==> config.mk <==
export PLATFORM = sky130hd
export DESIGN_NAME = sreg_status_sched
export DESIGN_NICKNAME = d
export VERILOG_FILES = /design/src/rtl/sreg_sched_pkg.sv /design/src/rtl/rr_arbiter.sv /design/src/rtl/sreg_status_sched.sv
export SDC_FILE = /design/constraint.sdc
export NUM_CORES = 1
export LEC_CHECK = 0
export BUFFER_PORTS_ARGS = -buffer_cell sky130_fd_sc_hd__clkbuf_2
export CORE_MARGIN = 2
export CORE_UTILIZATION = 50
export DETAILED_ROUTE_END_ITERATION = 10
export PLACE_DENSITY = 0.8
export SLEW_MARGIN = 30
export SYNTH_ARGS = -nofsm -noshare
export SYNTH_HDL_FRONTEND = slang
export SYNTH_SLANG_ARGS = --single-unit
==> constraint.sdc <==
create_clock -name OPB_Clk -period 3.4 [get_ports OPB_Clk]
set_input_delay 0.51 -clock OPB_Clk [delete_from_list [all_inputs] [get_ports OPB_Clk]]
set_output_delay 0.51 -clock OPB_Clk [all_outputs]
set_load 0.01 [all_outputs]
==> src/rtl/sreg_sched_pkg.sv <==
// Shared constants, word layout and FSM states for the status scheduler.
// Also carries the field masks PPC software uses to split a published word.
package sreg_sched_pkg;

    localparam int IDX_W     = 4;
    localparam int SEQ_W     = 4;
    localparam int PAYLOAD_W = 24;

    localparam int IDX_LSB = 28;
    localparam int SEQ_LSB = 24;

    typedef enum logic {
        IDLE = 1'b0,
        HOLD = 1'b1
    } state_e;

    localparam logic [31:0] SW_IDX_MASK  = 32'hF000_0000;
    localparam logic [31:0] SW_SEQ_MASK  = 32'h0F00_0000;
    localparam logic [31:0] SW_DATA_MASK = 32'h00FF_FFFF;

    function automatic logic [31:0] pack_word(
        input logic [IDX_W-1:0]     idx,
        input logic [SEQ_W-1:0]     seq,
        input logic [PAYLOAD_W-1:0] data
    );
        return {idx, seq, data};
    endfunction

endpackage

==> src/rtl/rr_arbiter.sv <==
// Round-robin grant: rotate requests by ptr, pick lowest, rotate back.
// Purely combinational; the pointer register lives in the parent.
module rr_arbiter
    import sreg_sched_pkg::*;
#(
    parameter int N = 4
) (
    input  logic [N-1:0]     req_i,
    input  logic [IDX_W-1:0] ptr_i,
    output logic [N-1:0]     gnt_o,
    output logic [IDX_W-1:0] idx_o,
    output logic             any_o
);

    logic [N-1:0]     rot;
    logic [N-1:0]     hot;
    logic [IDX_W-1:0] pos;

    // rotate so the pointer's source sits at bit 0
    always_comb begin
        rot = '0;
        for (int i = 0; i < N; i++) begin
            rot[i] = req_i[(int'(ptr_i) + i) % N];
        end
    end

    // fixed priority on the rotated vector: lowest bit wins
    always_comb begin
        hot = '0;
        pos = '0;
        for (int i = N - 1; i >= 0; i--) begin
            if (rot[i]) begin
                hot    = '0;
                hot[i] = 1'b1;
                pos    = IDX_W'(i);
            end
        end
    end

    // rotate the one-hot back and form the absolute index
    always_comb begin
        gnt_o = '0;
        for (int i = 0; i < N; i++) begin
            gnt_o[(int'(ptr_i) + i) % N] = hot[i];
        end
        idx_o = IDX_W'((int'(pos) + int'(ptr_i)) % N);
        any_o = |req_i;
    end

endmodule

==> src/rtl/sreg_status_sched.sv <==
// Multiplexes N_SRC status sources onto one 32-bit software register word.
// Each published word is held for HOLD_CYCLES so reads never see it change.
module sreg_status_sched
    import sreg_sched_pkg::*;
#(
    parameter int N_SRC       = 4,
    parameter int DW          = 24,
    parameter int HOLD_CYCLES = 1024
) (
    input  logic                OPB_Clk,
    input  logic                OPB_Rst,
    input  logic [N_SRC-1:0]    src_req,
    input  logic [N_SRC*DW-1:0] src_data,
    output logic [N_SRC-1:0]    src_ack,
    input  logic                freeze,
    output logic [31:0]         sreg_word,
    output logic                pub,
    output logic                busy
);

    localparam int CW = $clog2(HOLD_CYCLES);
    localparam logic [CW-1:0] CNT_LOAD = CW'(HOLD_CYCLES - 1);

    state_e           state_q;
    logic [CW-1:0]    cnt_q;
    logic [SEQ_W-1:0] seq_q;
    logic [SEQ_W-1:0] seq_d;
    logic [IDX_W-1:0] ptr_q;
    logic [IDX_W-1:0] ptr_d;
    logic [31:0]      word_q;
    logic [31:0]      word_d;
    logic [N_SRC-1:0] ack_q;
    logic             pub_q;
    logic             busy_q;

    logic [N_SRC-1:0] gnt;
    logic [IDX_W-1:0] gnt_idx;
    logic             gnt_any;
    logic [DW-1:0]    sel_data;

    rr_arbiter #(
        .N (N_SRC)
    ) u_arb (
        .req_i (src_req),
        .ptr_i (ptr_q),
        .gnt_o (gnt),
        .idx_o (gnt_idx),
        .any_o (gnt_any)
    );

    // select the granted source's payload and build the next word
    always_comb begin
        sel_data = '0;
        for (int i = 0; i < N_SRC; i++) begin
            if (gnt[i]) begin
                sel_data = src_data[i*DW +: DW];
            end
        end
        seq_d  = seq_q + 1'b1;
        ptr_d  = IDX_W'((int'(gnt_idx) + 1) % N_SRC);
        word_d = pack_word(gnt_idx, seq_d, sel_data);
    end

    // grant/hold FSM with all outputs registered
    always_ff @(posedge OPB_Clk) begin
        if (OPB_Rst) begin
            state_q <= IDLE;
            cnt_q   <= '0;
            seq_q   <= '0;
            ptr_q   <= '0;
            word_q  <= '0;
            ack_q   <= '0;
            pub_q   <= 1'b0;
            busy_q  <= 1'b0;
        end else begin
            ack_q <= '0;
            pub_q <= 1'b0;
            unique case (state_q)
                IDLE: begin
                    if (!freeze && gnt_any) begin
                        word_q  <= word_d;
                        seq_q   <= seq_d;
                        ptr_q   <= ptr_d;
                        ack_q   <= gnt;
                        pub_q   <= 1'b1;
                        cnt_q   <= CNT_LOAD;
                        busy_q  <= 1'b1;
                        state_q <= HOLD;
                    end
                end
                HOLD: begin
                    if (cnt_q == '0) begin
                        busy_q  <= 1'b0;
                        state_q <= IDLE;
                    end else begin
                        cnt_q <= cnt_q - 1'b1;
                    end
                end
            endcase
        end
    end

    assign sreg_word = word_q;
    assign src_ack   = ack_q;
    assign pub       = pub_q;
    assign busy      = busy_q;

endmodule

Word-level counts from Yosys, hierarchy flattened
Index checks and enable logic that the tools add are counted.
Word-level totals
  register bits after elaboration: 54
  input bits: 103
Cells by class
  $add $sub $neg: 7
  order comparisons: 8
  eq/ne operators: 3
  muxes and demuxes: 43
  bitwise operators: 7
  reductions and logical operators: 17
Operators with widths (number)
  $mux 24: 4
  $mux 10: 2
  $pmux 10 s2: 1
  $mux 4: 4
  $mux 1: 15
  $bwmux 4: 3
  $lt 3x4->1 const B: 3
  $logic_not 10->1: 1
  $reduce_or 2->1: 5
  $sub 10x1->10 const B: 1
  $ge 3x1->1 const B: 3
  $bmux 1 s2: 4
  $demux 1 s2: 4
  $mux 2: 4
  $reduce_and 2->1: 3
  $logic_and 1x1->1: 5
  $add 2x1->2 const B: 2
  $add 2x2->2 const B: 2
  $add 4x1->4 const B: 1
  $and 1x1->1 const A: 4
  $and 4x4->4: 1
  $ne 2x2->1 const B: 2
  $pmux 1 s2: 2
  $reduce_or 4->1: 1
  other kinds (7): 8

Depth between registers and ports, before layout
  word-level depth: 18
  gate-level depth with buffers: 13
  depth with buffers taken out: 11

Cells and area by module
A second synthesis with hierarchy kept.
Unflattened totals
  cells, all modules: 397
  area total of the unflattened synthesis: 3286.9 µm²
Modules (own cells, without submodules)
  sreg_status_sched: instances 1, cells an instance 318, area an instance 2625.0 µm², sequential area each 1021.0 µm²
  rr_arbiter: instances 1, cells an instance 79, area an instance 661.9 µm², sequential area each 0.0 µm²

Worst setup path before layout
OpenSTA, ideal clock, no wires.
  kind: register -> register
  start: register ptr_q[0]
  end: register word_q[4] (netlist: sreg_word[4])
  library setup time: 116 ps
  arrival time: 2918 ps
  data required time: 3284 ps
  setup slack: 366 ps
  cell stages (with the launch flop): 13
  buffers on the path: 4
  clock period less this slack: 3034 ps
  cells stage by stage: dfxtp_1 > buf_2 > inv_1 > ha_1 > clkbuf_1 > mux4_2 > or3b_1 > a32oi_2 > and2_1 > buf_4 > buf_2 > a31oi_1 > o211a_1
On the way
  cells in the longest elaborated chain, start to end: 15
  elaborated cells on any way between the ends: 52
  classes of those cells: 3 x add/sub; 8 x order compare; 30 x mux; 4 x bitwise; 7 x reduce/logical
RTL lines
  start: declaration: line sreg_status_sched.sv:28  | logic [IDX_W-1:0] ptr_q;
  start signal: assignment: line sreg_status_sched.sv:83  | ptr_q <= ptr_d;
  branches (longest 10 deep; another with $lt 3x4->1)
  $bwmux 4 *: line rr_arbiter.sv:44  | gnt_o[(int'(ptr_i) + i) % N] = hot[i];
  $mux 24 (3 in a row): line sreg_status_sched.sv:55  | if (gnt[i]) begin
  $mux 24 *: line sreg_status_sched.sv:55
  end signal: assignment: line sreg_status_sched.sv:81  | word_q <= word_d;
  end: declaration: line sreg_status_sched.sv:30  | logic [31:0] word_q;
Every way passes the cells marked *. The select of a mux whose other input is x is not followed.
A chain may end at the register's enable or synchronous reset.

Final worst setup path
  start: register ptr_q[1]
  end: register word_q[15] (netlist: sreg_word[15])
Same word-level chain as after synthesis.

==> results.txt <==
The number of top-level pins came out at ~140. Summing every instance area after synthesis gives 0.00359 mm^2. For this run, global-route usage on met3 was measured as between 4 and 5%. The placer's final routability congestion estimate is about 0.89.

The number of clock buffers added by TritonCTS is 5. The tree is rooted in a sky130_fd_sc_hd__clkbuf_8. sky130_fd_sc_hd__dfxtp_1 takes more of the synthesized area than any other cell. Once the clock tree was built, the resizer swapped 0 gates to a different size. The number of iterations in the first detailed-routing pass came out at 5. The shortest period the worst path allows is 3.19 ns. The first-pass GRT wire length is between 15 and 20 mm. The kind of cell adding the most delay to the critical path is simple AND/OR/NAND/NOR gates. The transition time at the pin with the least slew margin came out at 0.843 ns. The global routing usage summed across all routing layers came out at about a quarter. Setup repair after global routing left no endpoint under its margin. The total of flip-flops plus latches after synthesis is 49. Buffers added to address setup during post-CTS repair amount to 0. The maximum vdd ir drop came out at just over 300 uV. The floorplan die area came out at approximately 0.0079 mm^2.

The share of the Yosys chip area taken by registers is roughly 27%. The number of standard cells after synthesis is about 490. The sum of negative setup slack is 0 ns. The run finished with clean final reports. The area growth from synthesis to layout is 22.4%.

The primary flip-flop cell chosen by synthesis mapping is sky130_fd_sc_hd__dfxtp_1. The initial standard-cell utilization of the core is 52.3%. The hold buffer count at CTS came out at 0.

The share of cells above drive strength 1 came out at 29.2%. The worst hold path begins at busy$_SDFFE_PP0P_. The number of nets at the end of the flow is between 700 and 800. The highest clock rate came out at 313 MHz. The met1 track demand over resource is 35.3%. The proportion of netlist area held by the largest area contributor is between 20% and 30%. The total DRC errors in the routed layout is 0. The slowest library cell on the worst path is sky130_fd_sc_hd__or4b_4. The netlist uses 56 different library cells.

The share of the clock period used by the worst path is roughly 94%. Counting tap cells, the placed design contains a total of 700 instances. After global routing, the most crowded layer is met2. The critical path data arrival time came out at between 3 and 4 ns. The top cell types in the final layout, fill and taps aside, are sky130_fd_sc_hd__clkbuf_2, sky130_fd_sc_hd__nor2_1, sky130_fd_sc_hd__inv_1.

The static leakage is 2.31 nW. The maximum fanout along the worst path is 18. The number of H-tree levels is 2. The source-to-sink clock delay at the later pin of the worst-skew pair came out at slightly above 0.3 ns. The number of buffers added on ports came out at around 140. In this run the worst setup path terminates at sreg_word[15]$_SDFFE_PP0P_. Walking the worst path, the cells encountered are inv_1, ha_1, mux4_2, or4b_4, a22oi_4, or2_1, buf_12, a21oi_1, o211a_1. The clock transition at the registers of the reported paths came out at 0.11 ns.

Dividing the detail-routed wire length by the instance count gives approximately 15 um. Setup violations remaining at the end of the flow were counted as 0. The reg-to-reg startpoint is ptr_q[1]$_SDFFE_PP0P_. The launch point of the critical path is ptr_q[1]$_SDFFE_PP0P_. STA classifies the critical path endpoint as a flop. The count of endpoints failing hold in the final timing report came out at 0. The critical path's largest stage delay is ~0.53 ns. The largest net degree at the start of global routing came out at a little over 70. The number of synthesis warnings is 0. The CTS tree is built. The fraction of synthesis flops using an asynchronous set or reset pin came out at 0%. The worst reg-to-reg path cell count is 9. The number of maximum-capacitance violations came out at 0. The average via count per standard cell came out at 5.52. The number of enable-type register cells in the synthesized netlist came out at 0. The number of fill cells came out at 628. The number of standard cells in the layout, taps in and fillers out came out at approximately 710. The number of diodes added for antenna fixing is 0. The floorplan step set the die height to between 80 and 90 um. The worst setup skew after layout came out at about 0.0064 ns.

The count of pins over their slew limit is 0. Together, buffers and inverters on the worst path number 2. The normalized max-slew margin came out at a little over two fifths.

The number of sinks handled by clock tree synthesis is 49. The required time at the endpoint of the critical path came out at 3.61 ns. In this run the worst hold path is classified as reg2reg.

By area the synthesized netlist is led by sky130_fd_sc_hd__dfxtp_1, sky130_fd_sc_hd__nor2_1, sky130_fd_sc_hd__o211a_1. The area of the core came out at between 0.006 and 0.007 mm^2. The total vias in the final route came out at ~3900. The aggregate global routing overflow came out at 0. The endpoint identified for the worst register-to-register timing path is sreg_word[15]$_SDFFE_PP0P_.

The die outline width came out at 88.8 um. The row count is 30. The per-instance average area after synthesis is between 7 and 8 um^2. For this block, the initial DRC count from the detailed router was roughly 230.

The worst setup path is launched from a flop. The register-to-register setup slack is roughly 0.21 ns. The most common cell after layout, fill and taps aside is sky130_fd_sc_hd__clkbuf_2. The critical path in this run is classified as reg2reg. The via count of the first global-routing pass came out at between 3000 and 4000.

The routed design has 10.4 mm of wire. The number of antenna violations at the first check in global routing came out at 0. The maximum root-to-sink buffer count came out at 2. The power per cell area came out at approximately 540 mW/mm^2. The count of cell instances traversed by the critical path is 9. The met2 global-route usage is approximately 45%. The post-route antenna net violation count is 0. The half-perimeter wire length of the detailed placement result is about 7.4 mm.
==> report_power, final <==
part           internal, mW  switching, mW  leakage [nW]
registers             0.673         0.0846         0.404
logic                 0.503          0.724          1.86
clock network         0.155          0.231        0.0506
==> logic make-up (layout without fill, tap and decap cells) <==
group | Yosys count | in the layout | share of synthesized area [%]
simple gates | 181 | 181 | 22.5
xor+xnor | 14 | 14 | 3.41
flops | 49 | 49 | 27.3
compound gates | 137 | 137 | 28.1
mux | 5 | 5 | 2.58
fa+ha+maj | 10 | 10 | 3.48
buf+inv | 95 | 214 | 12.6
other cells | 1 | 2 | 0.104
==> stage by stage <==
| step | hold WS, ns | power, mW | cell area, um^2 | setup slack [ns] | util [%] |
|---|---|---|---|---|---|
| floorplan | 0.466 | 1.66 | 3600 | 0.366 | - |
| global placement | 0.443 | 1.95 | 4290 | 0.241 | 62.5 |
| detailed placement | 0.447 | 1.99 | 4300 | 0.231 | 62.6 |
| CTS | 0.463 | 2.37 | 4400 | 0.215 | 64.0 |
| global route | 0.492 | 2.54 | 4400 | 0.0395 | 64.0 |
| finish | 0.459 | 2.37 | 4400 | 0.210 | 64.0 |
==> Yosys cell counts (3+ instances only) <==
master and count:
sky130_fd_sc_hd__a211oi_1 4, sky130_fd_sc_hd__a21oi_1 39, sky130_fd_sc_hd__a31oi_1 28, sky130_fd_sc_hd__and2_1 3
sky130_fd_sc_hd__buf_2 5, sky130_fd_sc_hd__buf_4 6, sky130_fd_sc_hd__buf_6 9, sky130_fd_sc_hd__clkbuf_1 18
sky130_fd_sc_hd__dfxtp_1 49, sky130_fd_sc_hd__ha_1 10, sky130_fd_sc_hd__inv_1 56, sky130_fd_sc_hd__nand2_1 36
sky130_fd_sc_hd__nor2_1 105, sky130_fd_sc_hd__nor2_2 7, sky130_fd_sc_hd__nor3_1 7, sky130_fd_sc_hd__nor4_1 3
sky130_fd_sc_hd__o211a_1 24, sky130_fd_sc_hd__o211ai_1 25, sky130_fd_sc_hd__xnor2_1 9, sky130_fd_sc_hd__xor2_1 5
==> area by class of cell <==
class	instances	area, um^2	area share, %
clock inverters	3	28.8	0.655
inverters	56	210	4.78
multi-input cells	349	2180	49.6
repair buffers	150	806	18.3
well taps	96	120	2.73
clock buffers	5	68.8	1.57
flip-flops and latches	49	981	22.3
==> state kept, by name (all words and copies together), names as in the netlist <==
| name | flops |
|---|---|
| state_q | 1 |
| seq_q | 3 |
| sreg_word | 27 |
| pub | 1 |
| ptr_q | 2 |
| busy | 1 |
| src_ack | 4 |
| cnt_q | 10 |
==> worst reg2reg max path, delay by kind of cell, from the launching register on <==
kind / cells / cell delay (ns)
compound gates: 3 / 0.47
fa+ha+maj: 1 / 0.42
buf+inv: 2 / 0.35
flops: 1 / 0.51
mux: 1 / 0.44
simple gates: 2 / 0.89
==> worst min-delay path by stage <==
| stage | to | slack (ns) | cells past startpoint |
|---|---|---|---|
| after detailed placement | busy$_SDFFE_PP0P_ | 0.45 | 2 |
| after global routing | busy$_SDFFE_PP0P_ | 0.49 | 2 |
| after floorplan | cnt_q[0]$_SDFFE_PP0P_ | 0.47 | 1 |
| final | busy$_SDFFE_PP0P_ | 0.46 | 2 |
| after global placement | sreg_word[28]$_SDFFE_PP0P_ | 0.44 | 2 |
| after CTS | busy$_SDFFE_PP0P_ | 0.46 | 2 |
==> routing by layer <==
layer | vias up | share of wire [%]
li1 | 1917 | -
met1 | 1795 | 43
met2 | 182 | 47
met3 | 17 | 8.1
met4 | 0 | 1.8
met5 | - | 0
Note: power is estimated with default switching activity, not from simulation.
